<file path="src/rtl/axi4_burst_master.sv">
// axi4_burst_master: turns one write/read command into one AXI4 INCR burst, one transaction at a time.
// Optional feature macro AXI4_MASTER_ERR_STICKY_EN adds the err_sticky / err_clr sticky error flag.
module axi4_burst_master #(
    parameter int unsigned DATA_WIDTH = 32,
    parameter int unsigned ADDR_WIDTH = 16
) (
    input  logic                  ACLK,
    input  logic                  ARESET,
    input  logic                  cmd_valid,
    output logic                  cmd_ready,
    input  logic                  cmd_write,
    input  logic [ADDR_WIDTH-1:0] cmd_addr,
    input  logic [7:0]            cmd_len,
    input  logic [DATA_WIDTH-1:0] wr_data,
    input  logic                  wr_valid,
    output logic                  wr_ready,
    output logic [DATA_WIDTH-1:0] rd_data,
    output logic                  rd_valid,
    output logic                  rd_last,
    input  logic                  rd_ready,
    output logic                  done_valid,
    output logic [1:0]            done_resp,
    output logic [ADDR_WIDTH-1:0] AWADDR,
    output logic [7:0]            AWLEN,
    output logic [2:0]            AWSIZE,
    output logic                  AWVALID,
    input  logic                  AWREADY,
    output logic [DATA_WIDTH-1:0] WDATA,
    output logic                  WVALID,
    output logic                  WLAST,
    input  logic                  WREADY,
    input  logic [1:0]            BRESP,
    input  logic                  BVALID,
    output logic                  BREADY,
    output logic [ADDR_WIDTH-1:0] ARADDR,
    output logic [7:0]            ARLEN,
    output logic [2:0]            ARSIZE,
    output logic                  ARVALID,
    input  logic                  ARREADY,
    input  logic [DATA_WIDTH-1:0] RDATA,
    input  logic [1:0]            RRESP,
    input  logic                  RVALID,
    input  logic                  RLAST,
    output logic                  RREADY
`ifdef AXI4_MASTER_ERR_STICKY_EN
    ,
    output logic                  err_sticky,
    input  logic                  err_clr
`endif
);

    localparam int unsigned BYTES_PER_BEAT = DATA_WIDTH / 8;
    localparam int unsigned ADDR_LSB       = $clog2(BYTES_PER_BEAT);
    localparam logic [2:0]  AXSIZE         = 3'(ADDR_LSB);
    localparam logic [ADDR_WIDTH-1:0] ADDR_MASK = ~ADDR_WIDTH'((1 << ADDR_LSB) - 1);

    typedef enum logic [2:0] {
        S_IDLE,
        S_AW,
        S_W,
        S_B,
        S_AR,
        S_R
    } state_t;

    state_t                  state_q, state_d;
    logic                    cmd_ready_q, cmd_ready_d;
    logic [ADDR_WIDTH-1:0]   addr_q, addr_d;
    logic [7:0]              len_q, len_d;
    logic [7:0]              beat_cnt_q, beat_cnt_d;
    logic                    awvalid_q, awvalid_d;
    logic                    arvalid_q, arvalid_d;
    logic                    bready_q, bready_d;
    logic                    done_valid_q, done_valid_d;
    logic [1:0]              done_resp_q, done_resp_d;
    logic [1:0]              resp_acc_q, resp_acc_d;

    logic                    in_w, in_r;
    logic                    w_hs, r_hs;
    logic                    last_beat;
    logic [1:0]              resp_max;

    // Data channels are zero-latency pass-throughs, gated so nothing leaks outside W / R.
    assign in_w     = (state_q == S_W);
    assign in_r     = (state_q == S_R);
    assign WVALID   = in_w & wr_valid;
    assign WDATA    = wr_data;
    assign WLAST    = in_w & (beat_cnt_q == len_q);
    assign wr_ready = in_w & WREADY;
    assign RREADY   = in_r & rd_ready;
    assign rd_valid = in_r & RVALID;
    assign rd_data  = RDATA;
    assign rd_last  = in_r & RLAST;
    assign w_hs     = WVALID & WREADY;
    assign r_hs     = RVALID & RREADY;

    assign cmd_ready  = cmd_ready_q;
    assign AWADDR     = addr_q;
    assign ARADDR     = addr_q;
    assign AWLEN      = len_q;
    assign ARLEN      = len_q;
    assign AWSIZE     = AXSIZE;
    assign ARSIZE     = AXSIZE;
    assign AWVALID    = awvalid_q;
    assign ARVALID    = arvalid_q;
    assign BREADY     = bready_q;
    assign done_valid = done_valid_q;
    assign done_resp  = done_resp_q;

    // Next-state and registered-output logic.
    always_comb begin
        state_d      = state_q;
        cmd_ready_d  = cmd_ready_q;
        addr_d       = addr_q;
        len_d        = len_q;
        beat_cnt_d   = beat_cnt_q;
        awvalid_d    = awvalid_q;
        arvalid_d    = arvalid_q;
        bready_d     = bready_q;
        done_valid_d = 1'b0;
        done_resp_d  = done_resp_q;
        resp_acc_d   = resp_acc_q;
        last_beat    = (beat_cnt_q == len_q);
        resp_max     = (RRESP > resp_acc_q) ? RRESP : resp_acc_q;

        case (state_q)
            S_IDLE: begin
                cmd_ready_d = 1'b1;
                if (cmd_valid && cmd_ready_q) begin
                    cmd_ready_d = 1'b0;
                    addr_d      = cmd_addr & ADDR_MASK;
                    len_d       = cmd_len;
                    beat_cnt_d  = 8'd0;
                    resp_acc_d  = 2'b00;
                    if (cmd_write) begin
                        state_d   = S_AW;
                        awvalid_d = 1'b1;
                    end else begin
                        state_d   = S_AR;
                        arvalid_d = 1'b1;
                    end
                end
            end
            S_AW: begin
                if (awvalid_q && AWREADY) begin
                    awvalid_d = 1'b0;
                    state_d   = S_W;
                end
            end
            S_W: begin
                if (w_hs) begin
                    beat_cnt_d = beat_cnt_q + 8'd1;
                    if (last_beat) begin
                        state_d  = S_B;
                        bready_d = 1'b1;
                    end
                end
            end
            S_B: begin
                if (BVALID && bready_q) begin
                    bready_d     = 1'b0;
                    done_valid_d = 1'b1;
                    done_resp_d  = BRESP;
                    state_d      = S_IDLE;
                end
            end
            S_AR: begin
                if (arvalid_q && ARREADY) begin
                    arvalid_d = 1'b0;
                    state_d   = S_R;
                end
            end
            S_R: begin
                if (r_hs) begin
                    beat_cnt_d = beat_cnt_q + 8'd1;
                    resp_acc_d = resp_max;
                    // A misplaced or missing RLAST ends the burst with SLVERR.
                    if (last_beat || RLAST) begin
                        done_valid_d = 1'b1;
                        done_resp_d  = (last_beat != RLAST) ? 2'b10 : resp_max;
                        state_d      = S_IDLE;
                    end
                end
            end
            default: begin
                state_d = S_IDLE;
            end
        endcase
    end

    always_ff @(posedge ACLK or posedge ARESET) begin
        if (ARESET) begin
            state_q      <= S_IDLE;
            cmd_ready_q  <= 1'b0;
            addr_q       <= '0;
            len_q        <= '0;
            beat_cnt_q   <= '0;
            awvalid_q    <= 1'b0;
            arvalid_q    <= 1'b0;
            bready_q     <= 1'b0;
            done_valid_q <= 1'b0;
            done_resp_q  <= 2'b00;
            resp_acc_q   <= 2'b00;
        end else begin
            state_q      <= state_d;
            cmd_ready_q  <= cmd_ready_d;
            addr_q       <= addr_d;
            len_q        <= len_d;
            beat_cnt_q   <= beat_cnt_d;
            awvalid_q    <= awvalid_d;
            arvalid_q    <= arvalid_d;
            bready_q     <= bready_d;
            done_valid_q <= done_valid_d;
            done_resp_q  <= done_resp_d;
            resp_acc_q   <= resp_acc_d;
        end
    end

`ifdef AXI4_MASTER_ERR_STICKY_EN
    logic err_sticky_q, err_sticky_d;

    // Set on any erroring completion; a simultaneous clear loses.
    always_comb begin
        err_sticky_d = err_sticky_q;
        if (err_clr) begin
            err_sticky_d = 1'b0;
        end
        if (done_valid_q && (done_resp_q != 2'b00)) begin
            err_sticky_d = 1'b1;
        end
    end

    always_ff @(posedge ACLK or posedge ARESET) begin
        if (ARESET) begin
            err_sticky_q <= 1'b0;
        end else begin
            err_sticky_q <= err_sticky_d;
        end
    end

    assign err_sticky = err_sticky_q;
`endif

endmodule

</file>
<file path="config.mk">
export PLATFORM = sky130hd
export DESIGN_NAME = axi4_burst_master
export DESIGN_NICKNAME = d
export VERILOG_FILES = /design/src/rtl/axi4_burst_master.sv
export SDC_FILE = /design/constraint.sdc
export NUM_CORES = 1
export LEC_CHECK = 0
export CORE_MARGIN = 5
export CORE_UTILIZATION = 33
export CTS_CLUSTER_SIZE = 30
export DETAILED_ROUTE_END_ITERATION = 10
export GPL_TIMING_DRIVEN = 0
export PLACE_DENSITY = 0.81
export SYNTH_ARGS = -nofsm -noshare
export SYNTH_HDL_FRONTEND = slang
export SYNTH_SLANG_ARGS = --single-unit
</file>
<file path="constraint.sdc">
create_clock -name ACLK -period 2.3 [get_ports ACLK]
set_clock_uncertainty 0.2 [all_clocks]
set_input_delay 0.575 -clock ACLK [delete_from_list [all_inputs] [get_ports ACLK]]
set_output_delay 0.575 -clock ACLK [all_outputs]
set_load 0.005 [all_outputs]
</file>
==> summary.txt <==
Hold path
  • Hold crit path type: flop to flop

Synthesis
  • Sequential area share after synthesis: 36.43%
  • Top cell type's share of synthesized area: 36.43%
  • Synth Warn #: 0
  • Number of register bits inferred by synthesis: 42
  • Yosys top cell by area: dfrtp_1
  • Mapped Area: 0.002885 mm²
  • Asr flop ratio synth: 100.0%
  • Main area contributors after synthesis: dfrtp_1 36%, buf_4 25%, mux2_2 7.8%
  • Synthesized area per cell: 9.781 µm²
  • Synth cell types: 47
  • Post-synthesis cell count: 295
  • EDFF count, synth: 0
  • Ys flop type: dfrtp_1

Global routing
  • First-pass GRT wire length: 14080 µm
  • Tot GR Track Use: 15.59%
  • Largest net degree at the start of global routing: 29
  • Initial antenna violation count: 0
  • Final global-route overflow total: 0
  • Vias in the first global route: 2900

CTS
  • Clock root buffer: clkbuf_8
  • Worst-Skew Late Latency: 0.29 ns
  • Sink Count: 42
  • Reg clk slew, reported paths: 0.09 ns
  • CTS tree: yes
  • CTS Buffer Depth: 2
  • CTS Buf Count: 5
  • Number of H-tree levels: 2

Pwr
  • Leakage: 2.382 nW
  • Cell Pwr Density: 407.9 mW/mm²
  • Max rail drop VDD: 214.5 µV
  • Total power: 2.025 mW

Die
  • I/O Pins: 235
  • Chip Width: 103.5 µm
  • Core footprint: 0.008636 mm²
  • Die Ht: 103.5 µm
  • Die area: 0.01071 mm²
  • Row cnt: 34
  • Starting Density: 33.41%

Finish
  • Layout cell share with drive strength beyond 1: 35.44%
  • Commonest non-fill, non-tap cells in the layout: 151 x clkdlybuf4s50_1, 116 x buf_4, 39 x dfrtp_1
  • Fill cell count: 743
  • Diode count: 0
  • Area Overhead vs Synth: 72.03%
  • Final core utilization: 57.48%
  • Commonest non-fill, non-tap cell in the layout: clkdlybuf4s50_1
  • Design area: 0.004964 mm²
  • NumNets Final: 599

Detailed routing
  • DRT iter0 DRCs: 64
  • Drt wl/cell: 14.73 µm
  • Routed Antenna Nets: 0
  • Post-route DRC: 0
  • Routed Wire Length: 8821 µm
  • Routed vias: 2684
  • Detailed Routing Iterations Pass 1: 4
  • Vias per inst: 4.481

Status
  • Failing checks: negative setup slack
  • Status: finished with violations

STA
  • Post-route minimum period: 2.385 ns
  • Final worst-path setup slack: -0.08510 ns
  • Final Cycle Share: 103.7%
  • Setup violators final: 4
  • Final Hold Fails: 0
  • Fmax: 0.4193 GHz
  • Final Slew Violations: 0
  • RSZ-0062 raised after global routing: yes

Setup path
  • Worst Path Max Fanout: 4
  • CP startpoint kind: flop
  • Critical Path RT: 2.28 ns
  • WP data arrival: 2.37 ns
  • Worst setup EP type: flop
  • Crit path kind: flop to flop

Flow run
  • Max Cap Viol: 0

Place
  • Routability cong.: 0.8134
  • I/O Buffers: 158
  • DPL Wire Length: 6962 µm
  • Placed Area: 0.004652 mm²
## state kept, by name, indices dropped and copies added, names as in the netlist
name / count
ARADDR: 14
ARVALID: 1
state_q: 3
BREADY: 1
beat_cnt_q: 8
done_valid: 1
done_resp: 2
ARLEN: 8
cmd_ready: 1
AWVALID: 1
resp_acc_q: 2
## where the power goes
group | internal [mW] | total (mW) | switching, mW
clock | 0.324 | 0.582 | 0.258
combinational | 0.367 | 0.574 | 0.207
sequential | 0.799 | 0.868 | 0.0691
## Yosys cell counts, types with 3 or more instances
master,count
a21oi_1,10
and2_1,3
buf_2,4
buf_4,98
dfrtp_1,42
ha_1,5
inv_1,12
mux2_2,20
mux2i_1,3
nand2_1,18
nand3_1,11
nor2_1,9
o211ai_1,3
o21ai_0,6
xor2_1,9
## logic make-up (layout without fill, tap and decap cells)
group	after synthesis	in the layout	share of synthesized area, %
buf+inv	115	303	27.93
simple gates	61	61	11.97
flops	42	42	36.43
compound gates	35	35	8.587
mux	25	25	9.627
xor+xnor	10	10	3.036
fa+ha+maj	5	5	2.168
other cells	2	10	0.2603
## what timing repair did
| action | in CTS | in global routing |
|---|---|---|
| buffers inserted | 20 | 3 |
| endpoints found under the setup margin | 9 | 8 |
| pin swaps | 10 | 5 |
| resized for setup | 36 | 5 |
| hold buffers | 0 | 0 |
## cell type report
class	count	area, µm²	share of cell area [%]
Sequential cell	42	1055	21.25
Multi-Input combinational cell	146	1100	22.16
Tap cell	108	135.1	2.722
Clock buffer	6	72.57	1.462
Clock inverter	2	37.54	0.7562
Buffer	101	757.0	15.25
Timing Repair Buffer	182	1762	35.49
Inverter	12	45.04	0.9075
## per-layer routing
layer	part of all wire (%)	routed length, µm	vias up	track usage [%]
met1	38	3321	1223	17.75
li1	-	-	1278	-
met2	49	4304	176	26.55
met5	0	0	-	0
met3	13	1116	7	7.711
met4	0.88	78	0	2.812
## worst max-delay path, cell delays in order, from the launching register on
cell	delay, ns
dfrtp_2	0.44
xor2_1	0.17
nor4_1	0.27
nand2_1	0.18
buf_6	0.16
ha_4	0.14
nand3b_1	0.21
o22ai_2	0.21
mux2i_1	0.20
o31ai_1	0.09
## path summary, 6_finish.rpt
kind                                    start            end  slack, ns  cells after the start
worst max-delay path            beat_cnt_q[3]   done_resp[0]      -0.09                      9
worst min register to register   done_resp[0]   done_resp[0]       0.32                      2
worst max register to register  beat_cnt_q[3]   done_resp[0]      -0.09                      9
max in group asynchronous              ARESET  beat_cnt_q[3]       1.06                      3
worst min-delay path             done_resp[0]   done_resp[0]       0.32                      2
min in group asynchronous              ARESET  beat_cnt_q[6]       0.36                      2
## per-stage QoR
step / hold slack (ns) / worst slack, ns / cells / setup TNS (ns)
after floorplan: 0.2688 / 0.1742 / 303 / 0
after global placement: 0.2927 / -0.4069 / 569 / -18.65
after detailed placement: 0.3109 / -0.2997 / 570 / -1.811
after CTS: 0.3318 / -0.1331 / 597 / -0.4429
after global routing: 0.3527 / -0.2115 / 599 / -0.7255
final: 0.3200 / -0.08510 / 599 / -0.3121
Note: power is estimated with default switching activity, not from simulation.
==> edit (same flow settings) <==
Build with the macro `AXI4_MASTER_ERR_STICKY_EN` defined.
--- a/src/rtl/axi4_burst_master.sv
+++ b/src/rtl/axi4_burst_master.sv
@@ -1,4 +1,6 @@
 // axi4_burst_master: turns one write/read command into one AXI4 INCR burst, one transaction at a time.
 // Optional feature macro AXI4_MASTER_ERR_STICKY_EN adds the err_sticky / err_clr sticky error flag.
+`define AXI4_MASTER_ERR_STICKY_EN
+
 module axi4_burst_master #(
     parameter int unsigned DATA_WIDTH = 32,
Interface: changed (added err_clr and err_sticky); port bits go from 235 to 237. The function was not compared with the original's and may differ.
==> edit against the original RTL <==
The flow still finishes with violations (negative setup slack). Synthesized area grew 4.0%. Combinational power shrank 35%. Final cell count grew 10%. Setup slack lost 0.088 ns. Highest routed layer unchanged. Sequential power shrank 12%. Critical path type unchanged. Largest power group unchanged. Total power shrank 20%. Final area grew 3.3%. Wire length grew 5.0%. Critical path depth is the same. Sequential cell count grew 1.
==> edit: results <==
metrics = {
    "synth": {
        "ys_types": 53,
        "async_reset_ff_share_pct": 100,
        "ys_seq_area_share_pct": 35.9,
        "ys_top_cells_by_area": "dfrtp_1 (36%), buf_4 (25%), nand2_1 (10%)",
    },
    "worst_hold_path": {
        "worstHoldPathType": "input pin to asynchronous set/reset pin",
    },
    "drt": {
        "wl_um": 9260,
        "drtIter0Drc": 123,
        "via_per_inst": 4.45,
    },
    "status": {
        "outcome": "finished, violations left",
        "violations": "negative setup slack",
    },
    "timing": {
        "final.setup.tns_ns": -0.565,
        "finalSetupViolCount": 5,
        "worst_slack_ns": -0.173,
        "fin_crit_ns": 2.47,
        "hold_slack_ns": 0.238,
    },
    "global_routing": {
        "grt_max_degree": 43,
        "grt_pass1_wl_um": 14800,
    },
    "clocking": {
        "cts.path.max_buffers": 2,
    },
    "pwr": {
        "p_leak_nw": 2.49,
        "max-vdd-ir-drop_v": 0.000211,
    },
    "critical_path": {
        "crit_path_end": "state_q[0]$_DFFE_PP0P_",
        "cp_slowest_cell": "dfrtp_1",
        "crit_path_max_incr_delay_ns": 0.42,
        "critPathArrivalTime_ns": 2.46,
        "startpoint": "ARLEN[7]$_DFFE_PP0P_",
    },
    "placed_design": {
        "placed_area_um2": 4800,
        "post-place-ws_ns": -0.383,
        "numPortBuffers": 160,
        "dp_hpwl_um": 7340,
        "place_congestion": 0.855,
    },
    "final_layout": {
        "finalNetCount": 661,
        "nFillCells": 781,
        "drive_gt1_share_pct": 29.5,
    },
}
-- edit: cell count changes in the layout (fill, tap and decap cells not counted), sizes merged, moves of 3 or more --
cell / delta
nand2: +64
inv: -3
o21ai: +6
nand3: -4
mux2: -21
buf: +3
nor2: +7
nor2b: +3
-- edit: per-layer routing --
layer	track usage, %	routed length [um]	vias up
met5	0	0	-
met4	3.66	116	0
met3	4.77	708	11
met2	29.3	4890	133
met1	18.3	3550	1361
li1	-	-	1431
-- edit: kinds of logic (layout without fill, tap and decap cells) --
| kind of cell | Yosys count | count (layout) | synth area share, % |
|---|---|---|---|
| buffers and inverters | 116 | 307 | 27.5 |
| muxes | 2 | 2 | 0.834 |
| adders and majority gates | 5 | 5 | 2.09 |
| xor gates and xnor gates | 10 | 10 | 2.92 |
| and+or+nand+nor | 133 | 133 | 20.6 |
| DFF | 43 | 43 | 35.9 |
| other | 2 | 10 | 0.250 |
| AOI/OAI and AO/OA | 42 | 42 | 9.97 |
-- edit: what timing repair did --
item,4_1_cts,5_1_grt
buffers inserted,15,7
setup endpoints to repair,10,11
pin swaps,11,7
gates resized for setup,22,9
-- edit: through the flow --
stage | utilization (%) | instances
CTS | 57.3 | 653
finish | 58.2 | 660
global placement | 54.3 | 629
floorplan | - | 361
global route | 58.2 | 660
detailed placement | 54.5 | 630
-- edit: power by group --
| part | internal [W] | switching, W |
|---|---|---|
| registers | 0.000759 | 0.00000447 |
| logic | 0.000264 | 0.000109 |
| clock network | 0.000212 | 0.000277 |
| total | 0.00124 | 0.000391 |
-- edit: cell type report --
cell class | count | share of cell area (%)
timing repair buffer | 183 | 34.8
clock inverter | 3 | 0.390
tap | 108 | 2.63
sequential | 43 | 21.0
buffer | 107 | 15.7
multi-input combinational | 202 | 23.5
clock buffer | 5 | 1.34
inverter | 9 | 0.659
